$ cat config.mk
export PLATFORM = sky130hd
export DESIGN_NAME = uart_tx_arbiter
export DESIGN_NICKNAME = d
export VERILOG_FILES = /design/src/rtl/uart_ctrl_pkg.sv /design/src/rtl/rr_arbiter.sv /design/src/rtl/uart_tx_arbiter.sv
export SDC_FILE = /design/constraint.sdc
export NUM_CORES = 1
export LEC_CHECK = 0
export ABC_AREA = 1
export CORE_MARGIN = 3
export CORE_UTILIZATION = 49
export CTS_BUF_LIST = sky130_fd_sc_hd__clkbuf_4
export DETAILED_ROUTE_END_ITERATION = 8
export HOLD_SLACK_MARGIN = 0.08
export MAX_ROUTING_LAYER = met4
export PLACE_DENSITY = 0.88
export SYNTH_ARGS = -nofsm -noshare
export SYNTH_HDL_FRONTEND = slang
export SYNTH_SLANG_ARGS = --single-unit
export TNS_END_PERCENT = 50
$ cat constraint.sdc
create_clock -name t_clk -period 1.9 [get_ports t_clk]
set_input_delay 0.19 -clock t_clk [delete_from_list [all_inputs] [get_ports t_clk]]
set_output_delay 0.19 -clock t_clk [all_outputs]
set_load 0.03 [all_outputs]
$ cat src/rtl/uart_ctrl_pkg.sv
// Shared definitions for the UART transmit-side control blocks.
//   arb_state_t       : arbiter FSM states
//   UART_WORD_LENGTH  : data bits per UART frame (mirrors WORD_LENGTH in globals.vh)
//   DEF_ACK_TIMEOUT   : default cycles to wait for the transmitter to go busy
package uart_ctrl_pkg;

  localparam int unsigned UART_WORD_LENGTH = 8;
  localparam int unsigned DEF_ACK_TIMEOUT  = 64;

  typedef enum logic [1:0] {
    IDLE,
    LAUNCH,
    WAIT_DONE,
    RECOVER
  } arb_state_t;

endpackage

$ cat src/rtl/rr_arbiter.sv
// Combinational round-robin priority search.
//   req_valid : pending-request vector
//   rr_ptr    : index searched first; search continues upward modulo NUM_REQ
//   any_valid : at least one request pending
//   winner    : first pending index found from rr_ptr (0 when none pending)
module rr_arbiter #(
  parameter int unsigned NUM_REQ = 4
) (
  input  logic [NUM_REQ-1:0]         req_valid,
  input  logic [$clog2(NUM_REQ)-1:0] rr_ptr,
  output logic                       any_valid,
  output logic [$clog2(NUM_REQ)-1:0] winner
);

  localparam int unsigned PTR_W = $clog2(NUM_REQ);

  logic [PTR_W-1:0] idx;
  logic             found;

  // Modulo on the widened sum keeps the wrap correct for non-power-of-two NUM_REQ.
  always_comb begin
    winner = '0;
    found  = 1'b0;
    idx    = '0;
    for (int unsigned k = 0; k < NUM_REQ; k++) begin
      idx = PTR_W'((32'(rr_ptr) + k) % NUM_REQ);
      if (!found && req_valid[idx]) begin
        found  = 1'b1;
        winner = idx;
      end
    end
  end

  assign any_valid = |req_valid;

endmodule

$ cat src/rtl/uart_tx_arbiter.sv
// Round-robin sharing of the UART transmitter among NUM_REQ byte producers.
//   t_clk, t_rst       : transmit clock, synchronous active-low reset
//   req_valid/req_data : per-requester pending flag and byte
//   req_ready          : one-hot pulse when a requester's byte is captured
//   UART_Tx_RQST       : transmit request, Tx_DATA held while in flight
//   UART_Tx_READY_BUSY : 1 = transmitter idle, 0 = busy
//   grant_id           : current/last granted requester
//   arb_busy           : arbiter not idle
//   tx_err             : pulse when the transmitter never acknowledged a request
module uart_tx_arbiter
  import uart_ctrl_pkg::*;
#(
  parameter int unsigned NUM_REQ     = 4,
  parameter int unsigned WORD_LENGTH = UART_WORD_LENGTH,
  parameter int unsigned ACK_TIMEOUT = DEF_ACK_TIMEOUT
) (
  input  logic                           t_clk,
  input  logic                           t_rst,
  input  logic [NUM_REQ-1:0]             req_valid,
  input  logic [NUM_REQ*WORD_LENGTH-1:0] req_data,
  output logic [NUM_REQ-1:0]             req_ready,
  output logic                           UART_Tx_RQST,
  output logic [WORD_LENGTH-1:0]         Tx_DATA,
  input  logic                           UART_Tx_READY_BUSY,
  output logic [$clog2(NUM_REQ)-1:0]     grant_id,
  output logic                           arb_busy,
  output logic                           tx_err
);

  localparam int unsigned PTR_W = $clog2(NUM_REQ);
  localparam int unsigned CNT_W = $clog2(ACK_TIMEOUT + 1);
  localparam logic [NUM_REQ-1:0] ONE = NUM_REQ'(1);

  arb_state_t       state, state_nxt;
  logic [PTR_W-1:0] rr_ptr, rr_ptr_nxt, next_ptr, winner;
  logic [CNT_W-1:0] cnt, cnt_nxt;
  logic             any_valid, grant, err_nxt;

  rr_arbiter #(.NUM_REQ(NUM_REQ)) u_rr (
    .req_valid (req_valid),
    .rr_ptr    (rr_ptr),
    .any_valid (any_valid),
    .winner    (winner)
  );

  // Explicit wrap so non-power-of-two NUM_REQ never reaches an unused index.
  assign next_ptr = (grant_id == PTR_W'(NUM_REQ - 1)) ? '0 : grant_id + 1'b1;

  always_comb begin
    state_nxt  = state;
    cnt_nxt    = cnt;
    rr_ptr_nxt = rr_ptr;
    grant      = 1'b0;
    err_nxt    = 1'b0;
    case (state)
      IDLE: begin
        if (any_valid && UART_Tx_READY_BUSY) begin
          grant     = 1'b1;
          cnt_nxt   = '0;
          state_nxt = LAUNCH;
        end
      end
      LAUNCH: begin
        cnt_nxt = cnt + 1'b1;
        if (!UART_Tx_READY_BUSY) begin
          state_nxt = WAIT_DONE;
        end else if (cnt == CNT_W'(ACK_TIMEOUT - 1)) begin
          err_nxt   = 1'b1;
          state_nxt = RECOVER;
        end
      end
      WAIT_DONE: begin
        if (UART_Tx_READY_BUSY) begin
          rr_ptr_nxt = next_ptr;
          state_nxt  = IDLE;
        end
      end
      RECOVER: begin
        rr_ptr_nxt = next_ptr;
        state_nxt  = IDLE;
      end
      default: state_nxt = IDLE;
    endcase
  end

  // Outputs are registered from the next-state decision, so req_ready, Tx_DATA,
  // grant_id and UART_Tx_RQST all become visible together on the cycle after
  // the grant decision.
  always_ff @(posedge t_clk) begin
    if (!t_rst) begin
      state        <= IDLE;
      cnt          <= '0;
      rr_ptr       <= '0;
      req_ready    <= '0;
      UART_Tx_RQST <= 1'b0;
      Tx_DATA      <= '0;
      grant_id     <= '0;
      arb_busy     <= 1'b0;
      tx_err       <= 1'b0;
    end else begin
      state        <= state_nxt;
      cnt          <= cnt_nxt;
      rr_ptr       <= rr_ptr_nxt;
      UART_Tx_RQST <= (state_nxt == LAUNCH);
      arb_busy     <= (state_nxt != IDLE);
      tx_err       <= err_nxt;
      req_ready    <= grant ? (ONE << winner) : '0;
      if (grant) begin
        Tx_DATA  <= req_data[winner*WORD_LENGTH +: WORD_LENGTH];
        grant_id <= winner;
      end
    end
  end

endmodule

# Word level (Yosys, flattened, before mapping)
# Index checks and enable logic that the tools add are counted.
[word_totals]
regBits = 28
in_bits = 39
[op_classes]
n_addsub = 5
magnitude_cmp = 4
eq_ne = 8
n_shift = 2
muxes = 28
reduce_logical = 16
[op_table]
columns = ["operator", "count"]
rows = [
  ["indexed part select 32 x 6 -> 8 bit", 1],
  ["2-to-1 mux 2 bit", 10],
  ["one-hot mux 7 bit (2 select lines)", 1],
  ["< comparator 2 x 3 -> 1 bit, second input constant", 4],
  ["2-to-1 mux 1 bit", 10],
  ["binary-select mux 1 bit (select 2 bit)", 4],
  ["one-hot mux 2 bit (4 select lines)", 1],
  ["adder 7 x 1 -> 7 bit, second input constant", 1],
  ["equality test 7 x 6 -> 1 bit, second input constant", 1],
  ["2-to-1 mux 7 bit", 1],
  ["equality test 2 bit, second input constant", 3],
  ["AND reduction 2 bit", 3],
  ["nonzero test 2 bit", 3],
  ["adder 2 x 1 -> 2 bit, second input constant", 2],
  ["adder 2 bit, second input constant", 2],
  ["equality test 2 x 1 -> 1 bit, second input constant", 2],
  ["logical AND 1 bit", 4],
  ["!= test 2 bit, second input constant", 2],
  ["one-hot mux 2 bit (2 select lines)", 1],
  ["OR reduction 4 bit", 1],
  ["<< shifter 1 x 2 -> 4 bit, first input constant", 1],
  ["logical NOT 1 bit", 3],
  ["AND reduction 3 bit", 1],
  ["logical NOT 2 bit", 1],
]

# Depth between registers and ports, before layout
[depth]
depth_word = 13
mapped_depth = 16
depth_no_buf = 15

# Modules after synthesis
# Synthesis repeated with hierarchy kept, for this count alone.
[unflattened]
hier_cells = 298
area_unflattened_um2 = 1864.3
[by_module_without_submodules]
columns = ["mod", "n_inst", "cells_each", "area_per_inst_um2", "seq_area_each_um2"]
rows = [
  ["uart_tx_arbiter", 1, 249, 1621.6, 560.5],
  ["rr_arbiter", 1, 49, 242.7, 0.0],
]

# Least setup slack after synthesis
# Ideal clock, no wire load.
[synth_path]
path_kind = "register to register"
start = "reg rr_ptr[0]"
end = "reg Tx_DATA[5]"
arrival_time_ns = 1.492
required_time_ns = 1.791
path_slack_ns = 0.299
path_stages_with_launch = 15
n_path_buf = 1
period_less_slack_ns = 1.601
path_cell_list = "dfxtp_1 > buf_6 > nand2_1 > nand2_1 > nand2_1 > nand2_2 > nor2_4 > nand2_1 > nand2_1 > nor2_4 > inv_8 > nand3_1 > nand3_1 > nand2_1 > inv_1"
[synth_via]
elab_chain_cells = 13
[synth_rtl]
columns = ["element", "line", "text"]
rows = [
  ["start: declaration", "uart_tx_arbiter.sv:35", "logic [PTR_W-1:0] rr_ptr, rr_ptr_nxt, next_ptr, winner;"],
  ["start signal: assignment", "uart_tx_arbiter.sv:103", "rr_ptr <= rr_ptr_nxt;"],
  ["branches (longest 11 deep; another with adder 2 x 1 -> 2 bit)", "n/a", ""],
  ["2-to-1 mux 2 bit (*)", "rr_arbiter.sv:27", "if (!found && req_valid[idx]) begin"],
  ["indexed part select 32 x 6 -> 8 bit (*)", "uart_tx_arbiter.sv:109", "Tx_DATA <= req_data[winner*WORD_LENGTH +: WORD_LENGTH];"],
  ["end signal: assignment", "uart_tx_arbiter.sv:109", ""],
  ["end: declaration", "uart_tx_arbiter.sv:23", "output logic [WORD_LENGTH-1:0] Tx_DATA,"],
]
# Mark *: on every way between the ends. The select of a mux whose other input is x is not followed.
# A chain may end at the register's enable or synchronous reset.

# Final worst setup path
[layout_path]
start = "reg rr_ptr[0]"
end = "reg Tx_DATA[3]"
# Same word-level chain as after synthesis.

==> results.toml <==
[outcome]
status = "complete, no violations"

[yosys]
synth_top_family_by_area = "simple AND/OR/NAND/NOR gates"
synth_mux_area_share_pct = 0
synth_seq_area_share_pct = 30.2
synthAdderAreaFrac_pct = 1.35
ys_types = 28
synth_ff_type = "dfxtp_1"
synth-edff-count = 0
ys_ff_latch = 28
ys_top_cells_by_count = "nand2_1 (61), inv_1 (60), nand3_1 (53), nor2_1 (34), dfxtp_1 (28)"
syn_area_sq_um = 1850
yosys-top-cells-area = "dfxtp_1 (30%), nand3_1 (14%), nand2_1 (12%)"
synthesis.nets = 335
yosys_warnings = 0
syn_area_per_cell_sq_um = 6.31
yosysMostFrequentCell = "nand2_1"
synth_cells = 294
synth_top_area_share_pct = 30.2
yosys.area_share.simple_pct = 43.1
synth_compound_area_share_pct = 7.15
yosysTopAreaCell = "dfxtp_1"
synth-xor-area-share_pct = 0
synth-async-reset-ratio_pct = 0

[routing]
drc = 0
dr_wl_met2_um = 2700
viasPerCell = 5.10
vias = 2110
wire_per_inst_um = 12.7
drt_iter0_markers = 180
finalWirelength_um = 5250
drtPass1Iterations = 4
wirelength_met1_um = 2120
detail-route-antenna-nets = 0
highest_layer = "met4"
wl_met3_um = 254

[clock_tree]
cts_htree_levels = 1
numCtsBuffers = 3
clockBufferDepth = 2
clkTransAtPathRegs_ns = 0.15
insertion_delay_ns = 0.34
cts_sinks = 28
root_buffer = "clkbuf_4"
cts_tree = "yes"
cts_hold_buf = 0

[worst_setup_path]
cpMostUsedCell = "nand2_1"
worstPathCellList = "inv_4 -> nand2_1 -> nand2_2 -> nand2_1 -> nand2_1 -> nand2_1 -> inv_2 -> nand2_4 -> nand3_4 -> clkbuf_16 -> nand3_1 -> nand3_1 -> nand3_1 -> nand2_1 -> inv_1"
cp.required_ns = 2.16
slowest_stage = "dfxtp_4"
cp-end-kind = "flip-flop"
r2r_cells = 15
worstPathArrival_ns = 2.13
start_kind = "flip-flop"
slowest_delay_ns = 0.40
crit_type = "flip-flop to flip-flop"
crit_fanout = 10

[global_routing]
grt_max_degree = 19
gr-usage-all-layers_pct = 22.4
grt_pass1_wl_um = 7560
gr-total-overflow = 0
antenna_found_initial = 0
grt_pass1_vias = 1751

[place]
gp_congestion = 0.933
hpwl_um = 3650
port_buffers = 55
placed_cell_area_sq_um = 2520

[final_layout]
design_area_sq_um = 2760
drive_gt1_share_pct = 17.9
fill_cells = 259
final_nets = 410
area_growth_pct = 48.8
antenna_cells = 0

[die]
dieArea_sq_um = 4560
pin_count = 56
core_sq_um = 3490
dieHeight_um = 67.5
rows = 21
start_util_pct = 53.1
fp.dieW_um = 67.5

[timing]
period_minus_slack_ns = 1.87
slew_headroom_pct = 76.1
rsz0062_at_grt = "true"
hold_viol = 0
period_share_pct = 98.5
setup_violations = 0
max_freq_ghz = 0.534
slew_viol_final = 0
worst_pin_slew_ns = 0.355
clock_skew_ns = 0.00433
whs_ns = 0.490

[power]
ir_worst_vdd_mv = 0.633
total_power_w = 0.00177
leakage_nw = 1.37
power_density_nw_per_um2 = 640

[flow_run]
drv_cap = 0

[hold_path]
worstHoldPathType = "flip-flop to flip-flop"
holdPathStages = 2
==> critical path, delay by kind of cell, from the launching register on <==
family / cells / cell delay [ns]
flops: 1 / 0.40
buf+inv: 4 / 0.43
simple gates: 11 / 0.96
==> sequential cells by signal (all words and copies together) (netlist names) <==
name,cells
state,2
req_ready,4
cnt,7
arb_busy,1
UART_Tx_RQST,1
rr_ptr,2
grant_id,2
Tx_DATA,8
tx_err,1
==> logic make-up (layout without fill, tap and decap cells) <==
group | after synthesis | count (layout)
AOI/OAI and AO/OA | 23 | 23
adders and majority gates | 2 | 2
buffers and inverters | 72 | 146
DFF | 28 | 28
and+or+nand+nor | 169 | 169
==> metal layers <==
metal,track usage (%),vias up
li1,-,1059
met1,27.1,948
met2,37.3,85
met3,3.99,18
met4,7.59,0
met5,-,-
==> final timing paths <==
| check | start | endpoint | slack, ns |
|---|---|---|---|
| setup / recovery | rr_ptr[0]$_SDFFE_PN0P_ | Tx_DATA[3]$_SDFFE_PN0N_ | 0.03 |
| hold / removal | cnt[6]$_SDFFE_PN0P_ | cnt[6]$_SDFFE_PN0P_ | 0.49 |
| setup reg to reg | rr_ptr[0]$_SDFFE_PN0P_ | Tx_DATA[3]$_SDFFE_PN0N_ | 0.03 |
| hold reg to reg | cnt[6]$_SDFFE_PN0P_ | cnt[6]$_SDFFE_PN0P_ | 0.49 |
==> layout make-up <==
| cell class | count | area [sq um] | share of cell area, % |
|---|---|---|---|
| well taps | 46 | 57.6 | 2.09 |
| multi-input cells | 194 | 1050 | 37.9 |
| flip-flops and latches | 28 | 568 | 20.6 |
| repair buffers | 77 | 778 | 28.2 |
| clock inverters | 1 | 30.0 | 1.09 |
| clock buffers | 3 | 22.5 | 0.816 |
| inverters | 65 | 256 | 9.30 |
==> layout by cell type (no fill, tap or decap), types with 2 or more instances in the layout <==
master	count
inv_2	2
nor2_1	34
buf_6	2
clkdlybuf4s50_1	55
nand2_2	13
nand3_4	2
a21oi_1	9
a221oi_1	2
o21ai_0	8
nand2_4	2
clkbuf_4	3
inv_4	2
inv_1	59
dfxtp_4	2
nor2_4	3
nand3_1	44
ha_1	2
dfxtp_1	26
buf_4	16
buf_12	3
nand2_1	56
nand3_2	11
==> repair_timing <==
action	CTS	global route
gates resized for setup	0	28
endpoints found under the hold margin	0	0
buffers inserted	0	5
endpoints found under the setup margin	0	11
==> through the flow <==
step	utilization [%]	cells	TNS, ns	setup slack [ns]
floorplan	-	294	0	0.299
global placement	72.2	404	-0.500	-0.0897
detailed placement	72.2	404	-1.04	-0.143
CTS	73.7	408	0	0.00827
global route	78.9	414	-0.479	-0.0672
finish	78.9	414	0	0.0288
==> report_power, final <==
part	leakage (nW)	switching (W)	internal (W)	total [W]
registers	0.231	0.0000256	0.000625	0.000650
clock network	0.0279	0.000182	0.000214	0.000396
logic	1.11	0.000394	0.000325	0.000719
total	1.37	0.000602	0.00116	0.00177
No activity file was read; power rests on OpenSTA's default activity.
